==> src/rtl/pool_ctrl_pkg.sv <==
// Shared types and helpers for the 2x2 pooling frame sequencer.
package pool_ctrl_pkg;

    typedef enum logic [3:0] {
        IDLE,
        SOF,
        ACC0,
        ACC1,
        ISS0,
        ISS1,
        GAP,
        SOL,
        EOF
    } state_t;

    localparam int unsigned GAP_CYC_DEF = 2;
    localparam int unsigned GAP_W       = 4;

    // Frame dimensions must be even so every 2x2 window is complete.
    function automatic logic cfg_ok(input int unsigned width,
                                    input int unsigned height,
                                    input int unsigned max_w,
                                    input int unsigned max_h);
        return (width[0] == 1'b0) && (width >= 2) && (width <= max_w) &&
               (height[0] == 1'b0) && (height >= 2) && (height <= max_h);
    endfunction

endpackage

==> src/rtl/pool_frame_sequencer_if.sv <==
// Upstream valid/ready pixel stream feeding the pooling sequencer.
interface pool_frame_sequencer_if #(
    parameter int unsigned DATA_W = 16
) ();
    logic              s_valid;
    logic              s_ready;
    logic [DATA_W-1:0] s_data;

    modport master (output s_valid, output s_data, input s_ready);
    modport slave  (input s_valid, input s_data, output s_ready);
endinterface

==> src/rtl/pool_pair_buf.sv <==
// Two-entry column-pair buffer: fills slot 0/1 on accept, presents one slot for issue.
module pool_pair_buf #(
    parameter int unsigned DATA_W = 16
) (
    input  logic              clk,
    input  logic              rst_n,
    input  logic              clear,
    input  logic              wr_en,
    input  logic              wr_sel,
    input  logic [DATA_W-1:0] wr_data,
    input  logic              rd_sel,
    output logic [DATA_W-1:0] rd_data_c
);
    logic [DATA_W-1:0] pair0;
    logic [DATA_W-1:0] pair1;

    // Clear wins over a same-cycle write so an aborted pixel is dropped.
    always_ff @(posedge clk) begin
        if (!rst_n || clear) begin
            pair0 <= '0;
            pair1 <= '0;
        end else if (wr_en) begin
            if (wr_sel) begin
                pair1 <= wr_data;
            end else begin
                pair0 <= wr_data;
            end
        end
    end

    assign rd_data_c = rd_sel ? pair1 : pair0;

endmodule

==> src/rtl/pool_frame_sequencer.sv <==
// Turns a valid/ready pixel stream into ena/frame/line control for the 2x2 max-pool
// datapath, issuing pixels as back-to-back column pairs with drain gaps per line.
module pool_frame_sequencer
    import pool_ctrl_pkg::*;
#(
    parameter int unsigned DATA_W  = 16,
    parameter int unsigned MAX_W   = 32,
    parameter int unsigned MAX_H   = 1024,
    parameter int unsigned GAP_CYC = GAP_CYC_DEF,
    parameter int unsigned CW      = $clog2(MAX_W + 1),
    parameter int unsigned RW      = $clog2(MAX_H + 1)
) (
    input  logic                   clk,
    input  logic                   rst_n,
    input  logic                   start,
    input  logic                   abort,
    input  logic [CW-1:0]          cfg_width,
    input  logic [RW-1:0]          cfg_height,
    pool_frame_sequencer_if.slave  up,
    output logic                   pool_ena,
    output logic [DATA_W-1:0]      pool_data,
    output logic                   pool_frame_start,
    output logic                   pool_line_start,
    output logic                   pool_frame_end,
    output logic                   busy,
    output logic                   done,
    output logic                   cfg_err
);

    state_t            state;
    logic [CW-1:0]     col;
    logic [CW-1:0]     width_q;
    logic [RW-1:0]     row;
    logic [RW-1:0]     height_q;
    logic [GAP_W-1:0]  gap;

    logic              hs;
    logic              kill;
    logic [CW-1:0]     col_next;
    logic [DATA_W-1:0] rd_data_c;

    assign up.s_ready = (state == ACC0) || (state == ACC1);
    assign hs         = up.s_valid && up.s_ready;
    assign kill       = abort && (state != IDLE) && (state != EOF);
    assign col_next   = CW'(col + CW'(2));

    // Slot 0 feeds ISS0, slot 1 feeds ISS1; the read is taken one state early.
    pool_pair_buf #(
        .DATA_W (DATA_W)
    ) u_pair_buf (
        .clk       (clk),
        .rst_n     (rst_n),
        .clear     (kill),
        .wr_en     (hs && !abort),
        .wr_sel    (state == ACC1),
        .wr_data   (up.s_data),
        .rd_sel    (state == ISS0),
        .rd_data_c (rd_data_c)
    );

    // Outputs are set on the edge entering the state they belong to.
    always_ff @(posedge clk) begin
        if (!rst_n) begin
            state            <= IDLE;
            col              <= '0;
            row              <= '0;
            gap              <= '0;
            width_q          <= '0;
            height_q         <= '0;
            pool_ena         <= 1'b0;
            pool_data        <= '0;
            pool_frame_start <= 1'b0;
            pool_line_start  <= 1'b0;
            pool_frame_end   <= 1'b0;
            busy             <= 1'b0;
            done             <= 1'b0;
            cfg_err          <= 1'b0;
        end else begin
            pool_ena         <= 1'b0;
            pool_frame_start <= 1'b0;
            pool_line_start  <= 1'b0;
            pool_frame_end   <= 1'b0;
            done             <= 1'b0;
            cfg_err          <= 1'b0;

            if (kill) begin
                state          <= EOF;
                pool_frame_end <= 1'b1;
                col            <= '0;
                gap            <= '0;
            end else begin
                case (state)
                    IDLE: begin
                        if (start) begin
                            if (cfg_ok(32'(cfg_width), 32'(cfg_height), MAX_W, MAX_H)) begin
                                width_q          <= cfg_width;
                                height_q         <= cfg_height;
                                state            <= SOF;
                                pool_frame_start <= 1'b1;
                                pool_line_start  <= 1'b1;
                                busy             <= 1'b1;
                            end else begin
                                cfg_err <= 1'b1;
                            end
                        end
                    end
                    SOF: begin
                        col   <= '0;
                        row   <= '0;
                        state <= ACC0;
                    end
                    ACC0: begin
                        if (hs) begin
                            state <= ACC1;
                        end
                    end
                    ACC1: begin
                        if (hs) begin
                            state     <= ISS0;
                            pool_ena  <= 1'b1;
                            pool_data <= rd_data_c;
                        end
                    end
                    ISS0: begin
                        state     <= ISS1;
                        pool_ena  <= 1'b1;
                        pool_data <= rd_data_c;
                    end
                    ISS1: begin
                        if (col_next == width_q) begin
                            col   <= '0;
                            gap   <= '0;
                            state <= GAP;
                        end else begin
                            col   <= col_next;
                            state <= ACC0;
                        end
                    end
                    GAP: begin
                        if (gap == GAP_W'(GAP_CYC - 1)) begin
                            gap <= '0;
                            if (row == RW'(height_q - RW'(1))) begin
                                state          <= EOF;
                                pool_frame_end <= 1'b1;
                                done           <= 1'b1;
                            end else begin
                                state           <= SOL;
                                pool_line_start <= 1'b1;
                            end
                        end else begin
                            gap <= GAP_W'(gap + GAP_W'(1));
                        end
                    end
                    SOL: begin
                        row   <= RW'(row + RW'(1));
                        state <= ACC0;
                    end
                    EOF: begin
                        row   <= '0;
                        state <= IDLE;
                        busy  <= 1'b0;
                    end
                    default: begin
                        state <= IDLE;
                        busy  <= 1'b0;
                    end
                endcase
            end
        end
    end

endmodule

==> src/flat_wrapper.sv <==
// flat-port wrapper written by rule: the top's interface ports become plain ports
module pool_frame_sequencer_flat import pool_ctrl_pkg::*;
#(
    parameter int unsigned DATA_W  = 16,
    parameter int unsigned MAX_W   = 32,
    parameter int unsigned MAX_H   = 1024,
    parameter int unsigned GAP_CYC = GAP_CYC_DEF,
    parameter int unsigned CW      = $clog2(MAX_W + 1),
    parameter int unsigned RW      = $clog2(MAX_H + 1)
)
  (clk, rst_n, start, abort, cfg_width, cfg_height, pool_ena, pool_data, pool_frame_start, pool_line_start, pool_frame_end, busy, done, cfg_err, up_s_valid, up_s_data, up_s_ready);
  pool_frame_sequencer_if #(.DATA_W(DATA_W)) up_i ();
  input  logic clk;
  input  logic rst_n;
  input  logic start;
  input  logic abort;
  input  logic [CW-1:0] cfg_width;
  input  logic [RW-1:0] cfg_height;
  output logic pool_ena;
  output logic [DATA_W-1:0] pool_data;
  output logic pool_frame_start;
  output logic pool_line_start;
  output logic pool_frame_end;
  output logic busy;
  output logic done;
  output logic cfg_err;
  input wire logic [$bits(up_i.s_valid)-1:0] up_s_valid;
  input wire logic [$bits(up_i.s_data)-1:0] up_s_data;
  output wire logic [$bits(up_i.s_ready)-1:0] up_s_ready;
  assign up_i.s_valid = up_s_valid;
  assign up_i.s_data = up_s_data;
  assign up_s_ready = up_i.s_ready;
  pool_frame_sequencer #(.DATA_W(DATA_W), .MAX_W(MAX_W), .MAX_H(MAX_H), .GAP_CYC(GAP_CYC), .CW(CW), .RW(RW)) u_core (.clk(clk), .rst_n(rst_n), .start(start), .abort(abort), .cfg_width(cfg_width), .cfg_height(cfg_height), .up(up_i), .pool_ena(pool_ena), .pool_data(pool_data), .pool_frame_start(pool_frame_start), .pool_line_start(pool_line_start), .pool_frame_end(pool_frame_end), .busy(busy), .done(done), .cfg_err(cfg_err));
endmodule
==> config.mk <==
export PLATFORM = sky130hd
export DESIGN_NAME = pool_frame_sequencer_flat
export DESIGN_NICKNAME = d
export VERILOG_FILES = /design/src/rtl/pool_ctrl_pkg.sv /design/src/rtl/pool_frame_sequencer_if.sv /design/src/rtl/pool_pair_buf.sv /design/src/rtl/pool_frame_sequencer.sv /design/src/flat_wrapper.sv
export SDC_FILE = /design/constraint.sdc
export NUM_CORES = 1
export LEC_CHECK = 0
export CAP_MARGIN = 20
export CORE_UTILIZATION = 50
export CTS_BUF_LIST = sky130_fd_sc_hd__clkbuf_16
export CTS_CLUSTER_DIAMETER = 200
export DETAILED_ROUTE_END_ITERATION = 12
export PLACE_DENSITY = 0.83
export SYNTH_ARGS = -nofsm -noshare
export SYNTH_HDL_FRONTEND = slang
export SYNTH_HIERARCHICAL = 1
export SYNTH_SLANG_ARGS = --single-unit
==> constraint.sdc <==
create_clock -name clk -period 2.4 [get_ports clk]
set_input_delay 0.48 -clock clk [delete_from_list [all_inputs] [get_ports clk]]
set_output_delay 0.48 -clock clk [all_outputs]
set_load 0.05 [all_outputs]
==> results of run 1 <==
## sequential cells by signal, indices dropped and copies added, names as in the netlist
| signal | count |
|---|---|
| u_core/busy | 1 |
| u_core/cfg_err | 1 |
| u_core/col | 5 |
| u_core/done | 1 |
| u_core/gap | 4 |
| u_core/height_q | 11 |
| u_core/pool_data | 16 |
| u_core/pool_ena | 1 |
| u_core/pool_frame_end | 1 |
| u_core/pool_frame_start | 1 |
| u_core/pool_line_start | 1 |
| u_core/row | 11 |
| u_core/state | 4 |
| u_core/u_pair_buf/pair0 | 16 |
| u_core/u_pair_buf/pair1 | 16 |
| u_core/width_q | 6 |
## kinds of logic (layout without fill, tap and decap cells)
group	count (synthesis)	count (layout)	synth area share (%)
and+or+nand+nor	228	228	24.5
AOI/OAI and AO/OA	86	86	11.6
adders and majority gates	5	5	1.35
buffers and inverters	44	140	4.80
xor gates and xnor gates	29	29	5.47
DFF	96	96	41.4
muxes	48	48	10.8
## layout by cell type, fill, tap and decap left out, types with 17 or more instances in the layout
cell type                         instances
sky130_fd_sc_hd__a21oi_1                 43
sky130_fd_sc_hd__buf_4                   49
sky130_fd_sc_hd__mux2_2                  17
sky130_fd_sc_hd__nor2b_1                 37
sky130_fd_sc_hd__clkdlybuf4s50_1         47
sky130_fd_sc_hd__dfxtp_1                 96
sky130_fd_sc_hd__mux2i_1                 30
sky130_fd_sc_hd__nand2_1                 91
sky130_fd_sc_hd__nor2_1                  32
## power groups by stage
stage | clock network [W] | logic, W | registers, W
4_1_cts | 0.00139 | 0.000219 | 0.00160
3_5_place_dp | 0 | 0.000211 | 0.00164
2_1_floorplan | 0 | 0.0000815 | 0.00165
5_1_grt | 0.00145 | 0.000248 | 0.00161
3_3_place_gp | 0 | 0.000207 | 0.00164
6_report | 0.00136 | 0.000232 | 0.00161
## final timing paths
check	slack (ns)	to	from
worst max-delay path	-0.05	u_core/height_q[6]$_SDFFE_PN0P_	cfg_height[6]
worst min-delay path	0.46	u_core/u_pair_buf/pair1[5]$_SDFFE_PP0P_	u_core/u_pair_buf/pair1[5]$_SDFFE_PP0P_
worst max register to register	-0.03	u_core/state[1]$_SDFFE_PP0P_	u_core/height_q[0]$_SDFFE_PN0P_
worst min register to register	0.46	u_core/u_pair_buf/pair1[5]$_SDFFE_PP0P_	u_core/u_pair_buf/pair1[5]$_SDFFE_PP0P_
## stage by stage
step | worst slack, ns | cells | hold slack (ns) | util (%)
global route | -0.141 | 740 | 0.479 | 68.6
finish | -0.0546 | 740 | 0.455 | 68.6
detailed placement | -0.705 | 715 | 0.447 | 63.0
floorplan | -0.119 | 536 | 0.433 | -
CTS | -0.147 | 734 | 0.455 | 67.2
global placement | -0.627 | 715 | 0.438 | 63.0
## routing by layer
metal | share of wire (%) | global-route usage, % | vias up
li1 | - | - | 2015
met1 | 43 | 29.3 | 1940
met2 | 50 | 41.4 | 138
met3 | 5.3 | 4.94 | 23
met4 | 2.0 | 7.46 | 0
met5 | 0 | 0 | -
## timing repair
item / in CTS / in global routing
gates resized for setup: 34 / 22
hold buffers: 0 / 0
pin swaps: 9 / 8
setup endpoints to repair: 25 / 27
setup buffers: 3 / 6
gates cloned: 1 / 0
## critical path: stages
cell,delay (ns)
sky130_fd_sc_hd__buf_6,0.09
sky130_fd_sc_hd__or4_4,0.55
sky130_fd_sc_hd__o31a_1,0.29
sky130_fd_sc_hd__nor4b_4,0.27
sky130_fd_sc_hd__buf_4,0.16
sky130_fd_sc_hd__and3_4,0.18
sky130_fd_sc_hd__and2b_2,0.19
sky130_fd_sc_hd__buf_6,0.15
sky130_fd_sc_hd__mux2i_2,0.24
sky130_fd_sc_hd__nor2b_1,0.08
## final cells by class
type	instances	area (µm²)	area share, %
multi-input cells	396	2640	43.4
flip-flops and latches	96	1920	31.7
repair buffers	115	1060	17.5
clock buffers	9	225	3.71
well taps	108	135	2.23
clock inverters	6	52.6	0.866
inverters	10	37.5	0.618
==> flow_results.org, run 1 <==
** Status
- Result of the run :: finished, violations left
- Failing checks :: design-rule violations, negative setup slack

** Power and ir drop
- Net switching is 23.8% of the power.
- Across the VDD grid, the largest voltage drop is about 380 µV.
- For this design the static power due to leakage is 2.33 nW.
- After layout, the design draws a total of roughly 0.0032 W.
- Share of power burned in the clock network :: 42.6%
- Dividing total power by cell area gives a power density of roughly 530 nW/µm².
- The analysis attributes to net switching a power of around 0.00076 W.
- Sequential cells burn approximately half of the power.
- Per report_power, the combinational group accounts for a little over 7% of the total.
- Cell internal power was estimated by the tool at approximately 0.0024 W.

** Clock network
- Clock transition time at the flip-flop clock pins of the worst setup and hold paths :: about 0.070 ns
- Clock tree synthesis selected as its root buffer the cell sky130_fd_sc_hd__clkbuf_16.
- TritonCTS built the clock tree.
- CTS H-Tree Depth :: 3
- The clock reaches the later pin of the worst-skew pair after ~0.34 ns.
- The tree built by TritonCTS fans out to 96 sinks.
- TritonCTS Buffers :: 9
- Clock Path Buffers :: 2

** Hold path
- Hold depth :: 2
- Class of the tightest hold or removal check :: register to register

** Synth
- Library cells used by synthesis :: 61
- A synthesized cell averages slightly below 9 µm².
- The most used flip-flop cell after synthesis is sky130_fd_sc_hd__dfxtp_1.
- For this run, asynchronously set or reset flops after synthesis account for 0%.
- The biggest area contributor in the post-synthesis netlist is sky130_fd_sc_hd__dfxtp_1.
- After synthesis the cells add up to around 4600 µm².
- Counting every instance in the synthesized netlist gives around 540.
- The synthesized design contains 0 enable-type register cells.
- Synthesis produced a netlist with a net count of roughly 580.
- Among all cell types in the netlist, the one instantiated most often is sky130_fd_sc_hd__dfxtp_1.
- Most common library cells after synthesis :: 96 x sky130_fd_sc_hd__dfxtp_1, 91 x sky130_fd_sc_hd__nand2_1, 43 x sky130_fd_sc_hd__a21oi_1
- Yosys printed 6 warnings.
- Cells taking the most area after synthesis :: sky130_fd_sc_hd__dfxtp_1 41%, sky130_fd_sc_hd__nand2_1 7.4%, sky130_fd_sc_hd__mux2i_1 6.7%
- Flops & latches, synth :: 96
- Of the post-synthesis cell area, the dominant cell type holds 41.4%.
- Sequential cells were found to cover between 40% and 50% of the synthesized design area.

** Cells and area
- ANT cells :: 0
- Final instance area :: 6070 µm²
- P&R area growth vs syn :: 30.7%
- The post-route netlist has 18.7% of its cells at a drive strength greater than 1.
- After filler insertion, the fill cell instance count of the layout stands at 674.
- Total Nets Final :: 671

** STA
- Slew margin rel. :: between 60% and 70%
- Setup TNS :: -0.169 ns
- Tightest Pin Transition :: ~0.54 ns
- The number of hold violations in the final report was 0.
- Once routing completed, OpenROAD measured the worst setup slack at -0.0546 ns.
- Final setup violation count :: 6
- Derived from the worst setup path, the maximum achievable clock frequency is approximately 400 MHz.
- On the final layout, the worst clock skew is around 0.0085 ns.
- Max-slew violation count :: 0
- In the finished design, the share of the clock period the worst path needs comes to 102%.
- Setup repair after global routing could not meet its margin everywhere.
- The worst path in the final design needs a cycle of approximately 2.5 ns, including I/O delays and setup.

** Placed design
- Final weighted congestion in routability-driven placement :: ~0.85
- Detailed placement finished with a half-perimeter wire length of between 7000 and 8000 µm.
- Summing all placed instances gives a cell area of ~5600 µm².
- During placement, the flow inserted port buffers numbering around 60.

** Route
- For this block, the initial DRC count from the detailed router was 232.
- After detailed routing, the average wire length per cell comes to ~15 µm.
- For this run, design rule violations remaining after detail routing come to 4.
- Vias per cell :: 5.56
- Total number of vias :: 4116
- Once detail routing completed, the nets flagged for antenna violations numbered 0.
- The first TritonRoute pass finished after 11 iterations.
- Routed WL :: between 10000 and 15000 µm

** Die
- Starting utilization of the core area :: between 50% and 60%
- slightly above 60 I/O pins were placed.
- The die is between 90 and 100 µm wide.
- The floorplan has 34 rows.
- The core region is around 8800 µm².
- Die Ht :: between 90 and 100 µm
- The die covers just under 10000 µm².

** Setup path
- Data arrival time of the worst path :: roughly 2.7 ns
- Type of the worst setup path :: input pin to register
- The worst setup path is launched from an input pin.
- Required time of the critical path :: ~2.6 ns
- STA classifies the critical path endpoint as a register.
- Register-to-Register Path Depth :: 9
- Critical-path maximum fanout :: 6

** Job
- Max_cap viols :: 0

** GRT
- Global routing used approximately a quarter of the available tracks across all layers.
- The first global-routing pass estimated around 18000 µm of wire.
- Vias in the first global route :: a little over 4000
- Maximum number of pins on one net before global-route repair :: 41
- Total congestion overflow :: 0
- Number of antenna violations at the first check in global routing :: 0
No activity file was read; power rests on OpenSTA's default activity.
==> inputs of run 2 (changes only) <==
- HOLD_SLACK_MARGIN: default -> 0.12
- PLACE_DENSITY: 0.83 -> default
- PLACE_DENSITY_LB_ADDON: default -> 0.2
==> flow_results.org, run 2 (same netlist as run 1, synthesis figures left out) <==
** Status
- Result of the run :: finished, violations left
- The checks that failed: design-rule violations.

** Die
- The floorplan step set the die width to around 100 µm.
- Total Die Area :: ~9700 µm²
- The initialized floorplan defines 34 standard-cell rows.
- After floorplanning, the core was sized to cover between 8000 and 9000 µm².
- Starting utilization of the core area :: 52.5%
- Die Ht :: 98.4 µm
- # IOs :: 62

** Clock network
- The clock reaches the later pin of the worst-skew pair after approximately 0.35 ns.
- The clock passes through at most 2 buffers.
- TritonCTS built the clock tree.
- Clock sink total :: 96
- The number of hold buffers added after CTS was 0.
- Clock-pin slew was measured on the worst setup and hold paths at around 0.070 ns.
- Root Buffer Master :: sky130_fd_sc_hd__clkbuf_16
- CTS H-Tree Depth :: 3
- The number of clock buffers added by TritonCTS is 9.

** Setup path
- The worst setup path is captured at a register.
- Setup slack, reg-to-reg :: 0.14 ns
- Maximum single-stage delay on the critical path :: just under 0.4 ns
- Critical R2R Capture :: u_core/state[1]$_SDFFE_PP0P_
- Tracing the worst setup path back leads to its startpoint at cfg_height[9].
- The worst setup path is launched from an input pin.
- Critical-path maximum fanout :: 3
- FF-to-FF Start :: u_core/height_q[1]$_SDFFE_PN0P_
- In this run the worst setup path terminates at u_core/state[2]$_SDFFE_PP0P_.
- The worst setup path is of the input pin to register kind.
- The worst register-to-register path has a depth of 10.
- Required time of the critical path :: between 2 and 3 ns
- STA puts the critical path data arrival time at 2.60 ns.
- Among all stages on the critical path, the largest delay is contributed by sky130_fd_sc_hd__or3_4.
- The signal on the critical path passes through dlygate4sd2_1, or3_4, o31a_1, nor4b_4, nand2_1, a211o_1, or3_4, o31ai_2.
- Cell seen most often among critical-path stages :: sky130_fd_sc_hd__or3_4

** GRT
- The via count of the first global-routing pass was just under 4000.
- The initial antenna violation count came to 0.
- First-pass GRT wire length :: roughly 18000 µm
- Across every metal layer, demand over resource in global routing totals 23.0%.
- After global routing the overflow that remains totals 0.
- Entering global routing, the biggest net connects 41 pins.

** STA
- Maximum achievable frequency :: between 400 and 500 MHz
- Final setup violation count :: 0
- RSZ-0062 raised after global routing :: yes
- The count of final max-slew check failures was 0.
- The number of hold violations in the final report was 0.
- Post-route fraction of the period consumed by the critical path :: a little under 100%
- For the pin with the worst max-slew slack, the measured transition is approximately 0.55 ns.
- For the final database, setup skew stands at 0.00987 ns.
- Final WS setup :: 0.0639 ns
- The routed design could run at a clock period as short as between 2 and 2.5 ns.
- Slew margin rel. :: a little over three fifths

** Power and ir drop
- Power, Total :: between 0.003 and 0.004 W
- Worst-case vdd ir drop :: roughly 350 µV
- The analysis attributes to cell leakage a power of ~2.3 nW.
- Ratio of total power to cell area :: 570 nW/µm²

** Route
- Once detail routing completed, the nets flagged for antenna violations numbered 0.
- Vias per cell :: approximately 5.4
- For this run, design rule violations remaining after detail routing come to 5.
- Total number of vias :: a little under 4000
- The first TritonRoute pass finished after 11 iterations.
- Routed WL :: around 11000 µm
- In the final routed layout, each cell accounts on average for 14.4 µm.
- After the first detailed-routing iteration, the DRC count stood at 218.

** Cells and area
- Total Nets Final :: around 670
- Leaving out fill and tap cells, the most frequent cell in the layout is sky130_fd_sc_hd__dfxtp_1.
- The largest registers in the layout are u_core/pool_data (16), u_core/u_pair_buf/pair0 (16), u_core/u_pair_buf/pair1 (16).
- In the final layout, the share of cells above drive strength 1 is between 10% and 20%.
- Leaving out fill and tap cells, the most frequent cells in the layout are 95 x sky130_fd_sc_hd__dfxtp_1, 91 x sky130_fd_sc_hd__nand2_1, 48 x sky130_fd_sc_hd__clkdlybuf4s50_1.
- Relative to the synthesized area, the layout overhead comes to 31.3%.
- The number of antenna diodes in the final layout is 0.
- Core Util, Final :: between 60% and 70%

** Placed design
- Post-DP HPWL :: between 7000 and 8000 µm
- Worst Setup Slack post-DPL :: -0.640 ns
- During placement, the flow inserted port buffers numbering 61.
- Final weighted congestion in routability-driven placement :: roughly 0.9

** Hold path
- Class of the tightest hold or removal check :: register to register

** Job
- The tool flagged a number of max-cap violations equal to 0.
run 2: how the worst min path moves through the flow:
stage	slack, ns	start	to	cells after the start
global placement	0.44	u_core/u_pair_buf/pair1[11]$_SDFFE_PP0P_	u_core/u_pair_buf/pair1[11]$_SDFFE_PP0P_	2
finish	0.45	u_core/u_pair_buf/pair0[0]$_SDFFE_PP0P_	u_core/u_pair_buf/pair0[0]$_SDFFE_PP0P_	2
global route	0.46	u_core/u_pair_buf/pair1[2]$_SDFFE_PP0P_	u_core/u_pair_buf/pair1[2]$_SDFFE_PP0P_	2
CTS	0.45	u_core/u_pair_buf/pair1[4]$_SDFFE_PP0P_	u_core/u_pair_buf/pair1[4]$_SDFFE_PP0P_	2
detailed placement	0.44	u_core/u_pair_buf/pair1[4]$_SDFFE_PP0P_	u_core/u_pair_buf/pair1[4]$_SDFFE_PP0P_	2
floorplan	0.43	u_core/u_pair_buf/pair1[0]$_SDFFE_PP0P_	u_core/u_pair_buf/pair1[0]$_SDFFE_PP0P_	2
run 2: final cells by class:
| class | instances | area (µm²) |
|---|---|---|
| Clock buffer | 9 | 225 |
| Multi-Input combinational cell | 396 | 2630 |
| Timing Repair Buffer | 110 | 1030 |
| Sequential cell | 96 | 1920 |
| Clock inverter | 7 | 116 |
| Tap cell | 108 | 135 |
| Inverter | 10 | 37.5 |
| Fill cell | 706 | 2750 |
run 2: repair_timing:
action,in CTS,in global routing
endpoints found under the setup margin,25,25
gates resized for setup,34,18
setup buffers,2,0
pin swaps,10,13
run 2: where the power goes:
| part | leakage [nW] | switching [W] | internal [W] |
|---|---|---|---|
| Combinational | 1.39 | 0.000102 | 0.000125 |
| Clock | 0.172 | 0.000620 | 0.00102 |
| Sequential | 0.774 | 0.00000636 | 0.00160 |
| Total | 2.33 | 0.000729 | 0.00274 |
run 2: per-layer routing:
metal | GRT usage, % | wire (µm) | share of wire [%] | up-vias
met5 | 0 | 0 | 0 | -
met4 | 8.04 | 217 | 2.0 | 0
met3 | 4.65 | 570 | 5.4 | 16
met2 | 40.0 | 4950 | 47 | 109
met1 | 28.3 | 4870 | 46 | 1809
li1 | - | - | - | 2005
run 2: worst max-delay path: cells and delay by family:
kind	cells	cell delay, ns
buffers and inverters	1	0.24
AND/OR/NAND/NOR	4	1.06
AO/OA/AOI/OAI	3	0.81
run 2: through the flow:
step                      instance area, µm²  hold slack (ns)  TNS, ns  std cells
after floorplan                         4650            0.433   -0.907        536
after global placement                  5610            0.438   -12.26        718
after detailed placement                5610            0.444   -13.54        718
after CTS                               6020            0.453  -0.0536        736
after global routing                    6090            0.464  -0.0979        736
final                                   6090            0.451        0        736
==> inputs of run 3 (changes only) <==
- HOLD_SLACK_MARGIN: 0.12 -> default
==> results of run 3 <==
Same layout as run 2: the final DEF is identical, and so are final timing and power.
